<file path="src/rtl/shift_rows_pipe.sv">
// Elastic Rijndael ShiftRows/InvShiftRows stage with STAGES valid/ready registers.
// Define SHIFT_ROWS_INV_EN to select forward/inverse mapping per block via in_inv.
module shift_rows_pipe #(
    parameter int NB     = 4,
    parameter int STAGES = 1,
    localparam int BW    = 32 * NB
) (
    input  logic          clk,
    input  logic          rst,
    input  logic          in_valid,
    output logic          in_ready,
    input  logic [BW-1:0] in_data,
    input  logic          in_inv,
    output logic          out_valid,
    input  logic          out_ready,
    output logic [BW-1:0] out_data,
    output logic          out_inv,
    output logic [15:0]   blk_cnt
);

    if (!(NB == 4 || NB == 6 || NB == 8)) begin : g_bad_nb
        $error("shift_rows_pipe: NB must be 4, 6 or 8");
    end

    if (STAGES < 1 || STAGES > 4) begin : g_bad_stages
        $error("shift_rows_pipe: STAGES must be in 1..4");
    end

    logic [BW-1:0]     w_fwd;
    logic [BW-1:0]     w_perm;
    logic [STAGES:0]   w_ready;
    logic [STAGES-1:0] r_valid;
    logic [BW-1:0]     r_data [STAGES];
    logic [15:0]       r_cnt;

`ifdef SHIFT_ROWS_INV_EN
    logic [BW-1:0]     w_inv;
    logic [STAGES-1:0] r_inv;
`endif

    // Byte k = 4*c + r sits at bits [BW-1-8k -: 8]; NB=8 skips offset 2.
    for (genvar c = 0; c < NB; c++) begin : g_col
        for (genvar r = 0; r < 4; r++) begin : g_row
            localparam int OFF = (NB == 8 && r >= 2) ? r + 1 : r;
            localparam int SF  = (c + OFF) % NB;
            assign w_fwd[BW-1-8*(4*c+r) -: 8] = in_data[BW-1-8*(4*SF+r) -: 8];
`ifdef SHIFT_ROWS_INV_EN
            localparam int SI  = (c - OFF + NB) % NB;
            assign w_inv[BW-1-8*(4*c+r) -: 8] = in_data[BW-1-8*(4*SI+r) -: 8];
`endif
        end
    end

`ifdef SHIFT_ROWS_INV_EN
    assign w_perm = in_inv ? w_inv : w_fwd;
`else
    logic w_unused_inv;
    assign w_unused_inv = in_inv;
    assign w_perm       = w_fwd;
`endif

    always_comb begin
        w_ready         = '0;
        w_ready[STAGES] = out_ready;
        for (int i = STAGES - 1; i >= 0; i--) begin
            w_ready[i] = ~r_valid[i] | w_ready[i+1];
        end
    end

    always_ff @(posedge clk) begin
        if (rst) begin
            r_valid <= '0;
            r_cnt   <= '0;
            for (int i = 0; i < STAGES; i++) begin
                r_data[i] <= '0;
            end
        end else begin
            if (w_ready[0]) begin
                r_valid[0] <= in_valid;
                if (in_valid) begin
                    r_data[0] <= w_perm;
                end
            end
            for (int i = 1; i < STAGES; i++) begin
                if (w_ready[i]) begin
                    r_valid[i] <= r_valid[i-1];
                    if (r_valid[i-1]) begin
                        r_data[i] <= r_data[i-1];
                    end
                end
            end
            if (out_valid && out_ready) begin
                r_cnt <= r_cnt + 16'd1;
            end
        end
    end

`ifdef SHIFT_ROWS_INV_EN
    always_ff @(posedge clk) begin
        if (rst) begin
            r_inv <= '0;
        end else begin
            if (w_ready[0] && in_valid) begin
                r_inv[0] <= in_inv;
            end
            for (int i = 1; i < STAGES; i++) begin
                if (w_ready[i] && r_valid[i-1]) begin
                    r_inv[i] <= r_inv[i-1];
                end
            end
        end
    end

    assign out_inv = r_inv[STAGES-1];
`else
    assign out_inv = 1'b0;
`endif

    // Ready is combinational from out_ready; gated low while in reset.
    assign in_ready  = w_ready[0] & ~rst;
    assign out_valid = r_valid[STAGES-1];
    assign out_data  = r_data[STAGES-1];
    assign blk_cnt   = r_cnt;

endmodule
</file>
<file path="config.mk">
export PLATFORM = sky130hd
export DESIGN_NAME = shift_rows_pipe
export DESIGN_NICKNAME = d
export VERILOG_FILES = /design/src/rtl/shift_rows_pipe.sv
export SDC_FILE = /design/constraint.sdc
export NUM_CORES = 1
export LEC_CHECK = 0
export ABC_AREA = 0
export ABC_CLOCK_PERIOD_IN_PS = 6500
export BUFFER_PORTS_ARGS = -buffer_cell sky130_fd_sc_hd__buf_4
export CORE_UTILIZATION = 49
export CTS_CLUSTER_DIAMETER = 40
export CTS_CLUSTER_SIZE = 8
export DETAILED_ROUTE_END_ITERATION = 12
export PLACE_DENSITY = 0.85
export SLEW_MARGIN = 20
export SYNTH_ARGS = -nofsm -noshare
export SYNTH_HDL_FRONTEND = slang
export SYNTH_SLANG_ARGS = --single-unit
</file>
<file path="constraint.sdc">
create_clock -name clk -period 6.5 [get_ports clk]
set_input_delay 0.65 -clock clk [delete_from_list [all_inputs] [get_ports clk]]
set_output_delay 0.65 -clock clk [all_outputs]
set_load 0.01 [all_outputs]
</file>
== Yosys cells after proc, flatten, opt, wreduce, memory -nomap -nowiden ==
Memory sizes are Yosys's and may differ from the RTL's.
Cells that the tools add are included.

* $add $sub $neg: 1
* Mux-type cells: 8
* Bitwise gates (word level): 4
* Reduce and logical (&&, ||, !) cells: 2

{| class="wikitable"
|+ Operators by type and width
! cell !! count
|-
| $mux W128 || 1
|-
| $reduce_or A128 Y1 || 1
|-
| $add A16 B1 Y16 const B || 1
|-
| $mux W1 || 7
|-
| $not A1 Y1 || 2
|-
| $and A1 B1 Y1 || 1
|-
| $logic_and A1 B1 Y1 || 1
|-
| $or A1 B1 Y1 || 1
|}

* Register bits: 17
* Memory bits (writable): 128
* Input port bits: 133
* Output and inout port bits: 147
* Word-level logic and storage cells: 18
* Memories kept: 1

{| class="wikitable"
|+ Memories
! memory !! depth !! width !! read ports !! clocked after memory_dff !! write ports !! line !! source
|-
| r_data || 1 || 128 || 1 || 0 || 1 || 33 || <nowiki>logic [BW-1:0] r_data [STAGES];</nowiki>
|}

== Longest topological paths before layout ==
* Depth in word-level cells: 7
* Gate-level depth with buffers: 6
* Mapped depth without buffers: 5

== Least setup slack after synthesis ==
Ideal clock, no wire load.

* Path type: input to register
* Start point: input port rst
* End point: memory r_data[0][0] (netlist bit) (enable)
* Setup time: 509 ps
* Arrival: 4024 ps
* Data required time: 5991 ps
* Slack: 1967 ps
* Cell stages on the path: 2
* Buffers on the path: 1
* Cells stage by stage: clkbuf_1 nand2b_1

* Word-level cells in the longest chain between the ends: 4
* Elaborated cells on any way between the ends: 6
* Those cells by class: 5 x mux; 1 x reduce/logical

{| class="wikitable"
|+ RTL lines
! what !! line !! source
|-
| from (decl) || 9 || <nowiki>input logic rst,</nowiki>
|-
| $mux W1 || 71 || <nowiki>if (rst) begin</nowiki>
|-
| $mux W1 (not written as such) || 81 || <nowiki>r_data[0] <= w_perm;</nowiki>
|-
| $reduce_or A128 Y1 (no source line) || - ||
|-
| $mux W1 (no source line) (*) || - ||
|-
| to (decl) || 33 ||
|}

Every way passes the cells marked *; elsewhere a longest branch is shown, timed or not.

== Final worst setup path ==
* Start point: register r_valid, in the netlist out_valid
* End point: memory r_data[0][108] (netlist bit) (enable)

* Word-level cells in the longest chain between the ends: 7

{| class="wikitable"
|+ RTL lines
! what !! line !! source
|-
| from (decl) || 32 || <nowiki>logic [STAGES-1:0] r_valid;</nowiki>
|-
| from (signal, indexed assignment) || 86 || <nowiki>r_valid[i] <= r_valid[i-1];</nowiki>
|-
| $not A1 Y1 (*) || 66 || <nowiki>w_ready[i] = ~r_valid[i] | w_ready[i+1];</nowiki>
|-
| $or A1 B1 Y1 (*) || 66 ||
|-
| $mux W1 (*) || 78 || <nowiki>if (w_ready[0]) begin</nowiki>
|-
| $mux W1 (*) || 71 ||
|-
| $mux W1 (not written as such) (*) || 81 ||
|-
| $reduce_or A128 Y1 (no source line) || - ||
|-
| $mux W1 (no source line) (*) || - ||
|}

Marked as above.

==> flow_results.org <==
** Run status
- Run status :: finished clean

** Clock tree
- The clock reaches the later pin of the worst-skew pair after 0.51 ns.
- CTS tree :: done
- In this run the deepest clock path goes through 2 buffers.
- Num CTS Buffers :: 17
- Sinks on Clock Net :: 145
- Clock transition at the registers of the reported paths :: 0.06 ns
- Post-cts sizing count :: 0
- Post-CTS Hold Fix Bufs :: 0
- Number of levels the H-tree was split into :: 4
- Cell at the root of the clock tree :: clkbuf_8
- Number of setup buffers added after CTS :: 0

** Final layout
- Total Nets Final :: 777
- Relative to the synthesized area, the layout overhead comes to 50.7%.
- Cells with a size suffix above 1 make up about 48% of the layout.
- Final standard cell count with taps included and fillers excluded :: 796
- The library cell used most frequently in the layout, excluding fill and tap cells, is buf_4.
- Layout fillers :: about 700
- In the layout the commonest cells are 279 x buf_4, 128 x and2_1, 128 x edfxtp_1.
- Diode insertion count for antenna repair :: 0

** Critical path
- STA classifies the critical path endpoint as a register.
- Reg2Reg Depth :: 4
- In this run the register-to-register setup slack is 3.81 ns.
- Sort of element at the start of the critical path :: register
- Reg-to-Reg Start :: out_valid$_SDFFE_PP0N_
- The worst setup path is of the register to register kind.
- The critical path ends at r_data[0][108]$_SDFFCE_PN0P_.
- Of all nets on the critical path, the largest fanout is 78.
- The worst register-to-register path ends at r_data[0][108]$_SDFFCE_PN0P_.
- Worst setup startpoint :: out_valid$_SDFFE_PP0N_
- Data on the critical path arrives at its endpoint at roughly 2.8 ns.
- Critical path required time :: 6.63 ns

** Timing
- Final critical-path setup slack :: around 3.8 ns
- Final setup viols :: 0
- Clk_skew :: 0.00666 ns
- Unrepaired setup endpoints after global routing :: no
- The max-slew violation total from the final report came to 0.
- For the pin with the worst max-slew slack, the measured transition is 0.991 ns.
- Measured against its own limit, the worst slew margin works out to between 30% and 40%.
- Fin crit share :: about two fifths
- Based on the critical path, the design can be clocked at up to 372 MHz.
- In the final timing run, aggregate negative setup slack is 0 ns.
- The final count of hold timing violations was 0.
- The smallest clock period supported by the final layout is computed as around 2.7 ns.

** Synth
- Adder and majority gate portion of the synthesized area :: 0.228%
- The synthesized design spends more area on one cell type than any other, namely edfxtp_1.
- After Yosys synthesis, and, or, nand and nor cells account for between 15 and 20% of the synthesized area.
- Compound-gate portion of the synthesized area :: roughly 1.3%
- Net count after synthesis :: 496
- Measured against the total synthesized area, the mux share comes to 0%.
- Sequential area share after synthesis :: between 70 and 80%
- Cell count after synthesis :: around 360
- Yosys printed 0 warnings.
- The number of different library cells used by synthesis comes to 31.
- Count of state elements after synthesis :: ~150
- Fraction of synthesized cell area taken by the top area cell type :: a little over two thirds
- Synthesized area divided by synthesized cell count :: ~15 sq um
- Netlist area before placement :: approximately 5500 sq um
- By area the synthesized netlist is led by edfxtp_1 70%, and2_1 15%, dfxtp_1 6.2%.
- After synthesis, the largest family of logic cells by area is simple AND/OR/NAND/NOR gates.
- Xor/xnor cell area share of the yosys netlist :: 1.44%

** Die
- Number of primary I/O pins :: 280
- Die W :: roughly 110 microns
- Row generation in the floorplan step produced 38 rows.
- The die is around 110 microns tall.
- Starting density of the core :: between 50% and 60%
- The floorplan step defined a core boundary enclosing 10900 sq um.
- Die outline area :: between 10000 and 15000 sq um

** Route
- Routed wire length per instance :: between 15 and 20 microns
- The routed layout has between 3000 and 4000 vias.
- After detailed routing, the number of remaining DRC violations is 0.
- Once detail routing completed, the nets flagged for antenna violations numbered 0.
- Iter 0 DRT Violations :: 183
- Detail-routed via count per cell :: just under 5
- The final layout contains routed wiring with a total length of 13500 microns.
- For this run, the detailed router's first-pass iteration total came to 4.

** GRT
- In this run the most used layer during global routing was met2.
- Routing usage on met3 :: just over 8%
- Global routing consumed, over all layers together, between 20 and 25% of the routing resources.
- For met1 alone, demand over resource in global routing was roughly a quarter.
- Global routing used 41.0% of the available met2 tracks.
- Summed over all layers, the global routing overflow is 0.
- The first global-routing pass estimated just under 20000 microns of wire.
- Maximum number of pins on one net before global-route repair :: 79
- Number of antenna violations at the first check in global routing :: 0
- The via count of the first global-routing pass was a little under 4000.

** Worst hold path
- The path class of the tightest hold or removal check is input pin to register.

** Job
- Max-cap violations in this run came to 0.

** Place
- Once detailed placement completed, the half-perimeter wirelength came to between 9000 and 10000 microns.
- In this run, placement finished with an instance count of 764.
- Timing analysis after detailed placement gives a worst setup slack of 3.54 ns.
- The count of buffers added on input and output ports is approximately 280.
- The congestion estimate from routability-driven global placement came to 0.769.

** Power and ir drop
- Internal :: between 1500 and 2000 uW
- After layout, the design draws a total of 2280 uW.
- Power density over cell area :: ~280 nW/um^2
- Maximum VDD drop :: roughly 160 uV
- Combinational cells account for a little over a tenth of the total power.
- Switching power :: 484 uW
- Clock group share of total power :: between 40 and 50%
- Sw Ratio :: around a fifth
- Sequential cells burn about half of the power.
- For this design the static power due to leakage is 0.00369 uW.
power by group through the flow:
stage | sequential, uW | clock (uW) | combinational (uW)
after floorplan | 1160 | 0 | 45.8
after global placement | 1120 | 0 | 244
after detailed placement | 1120 | 0 | 251
after CTS | 1100 | 945 | 252
after global routing | 1110 | 991 | 266
final | 1100 | 931 | 249
logic make-up after synthesis:
family,count (synthesis)
simple gates,175
compound gates,13
fa+ha+maj,1
flops,145
xor+xnor,9
buf+inv,18
other cells,1
worst min path at each step:
stage / startpoint / endpoint / slack [ns] / depth (start not counted)
finish: in_valid / out_valid$_SDFFE_PP0N_ / 0.37 / 3
global route: in_valid / out_valid$_SDFFE_PP0N_ / 0.38 / 3
CTS: in_valid / out_valid$_SDFFE_PP0N_ / 0.34 / 3
detailed placement: blk_cnt[15]$_SDFFE_PP0P_ / blk_cnt[15]$_SDFFE_PP0P_ / 0.50 / 2
global placement: blk_cnt[15]$_SDFFE_PP0P_ / blk_cnt[15]$_SDFFE_PP0P_ / 0.46 / 2
floorplan: blk_cnt[15]$_SDFFE_PP0P_ / blk_cnt[15]$_SDFFE_PP0P_ / 0.50 / 2
synth_stat cells, drive strengths merged:
cell type	count
a21oi	6
o21ba	1
xor2	8
a31oi	1
nand2b	2
xnor2	1
nor2b	1
nor3	1
o31ai	1
clkinv	1
edfxtp	128
dfxtp	17
or3	4
conb	1
and4	3
nand3	7
o21ai	4
ha	1
and2	128
buf	1
or4	2
nand2	8
clkbuf	16
or2	1
nor2	13
nand4	4
nor4	1
sequential cells by signal, summed over array words and instances, names as in the netlist:
signal,flops
out_valid,1
blk_cnt,16
r_data,128
final cells by class:
type,instances,area (sq um),share of cell area (%)
clock buffers,19,422,5.10
clock inverters,13,144,1.74
inverters,1,3.75,0.0454
multi-input cells,199,1250,15.1
flip-flops and latches,145,4180,50.6
well taps,140,175,2.12
repair buffers,279,2090,25.3
critical path, cell delays in order (launching register included):
cell and delay (ns):
dfxtp_1 0.37, nor2b_1 0.19, nand2b_1 0.25, nand2b_4 0.54, buf_4 0.87
per-layer routing:
metal,routed length [microns],part of all wire [%],vias up
met5,0,0,-
met4,415,3.1,0
met3,1200,8.9,32
met2,7230,54,192
met1,4610,34,1805
li1,-,-,1828
stage by stage:
step	area (sq um)	utilization, %	hold WS, ns
after CTS	8270	76.0	0.341
after global routing	8270	76.0	0.375
after floorplan	5490	-	0.496
after detailed placement	7710	70.8	0.500
final	8270	76.0	0.369
after global placement	7710	70.8	0.463
Power figures use the tool's default switching activity.
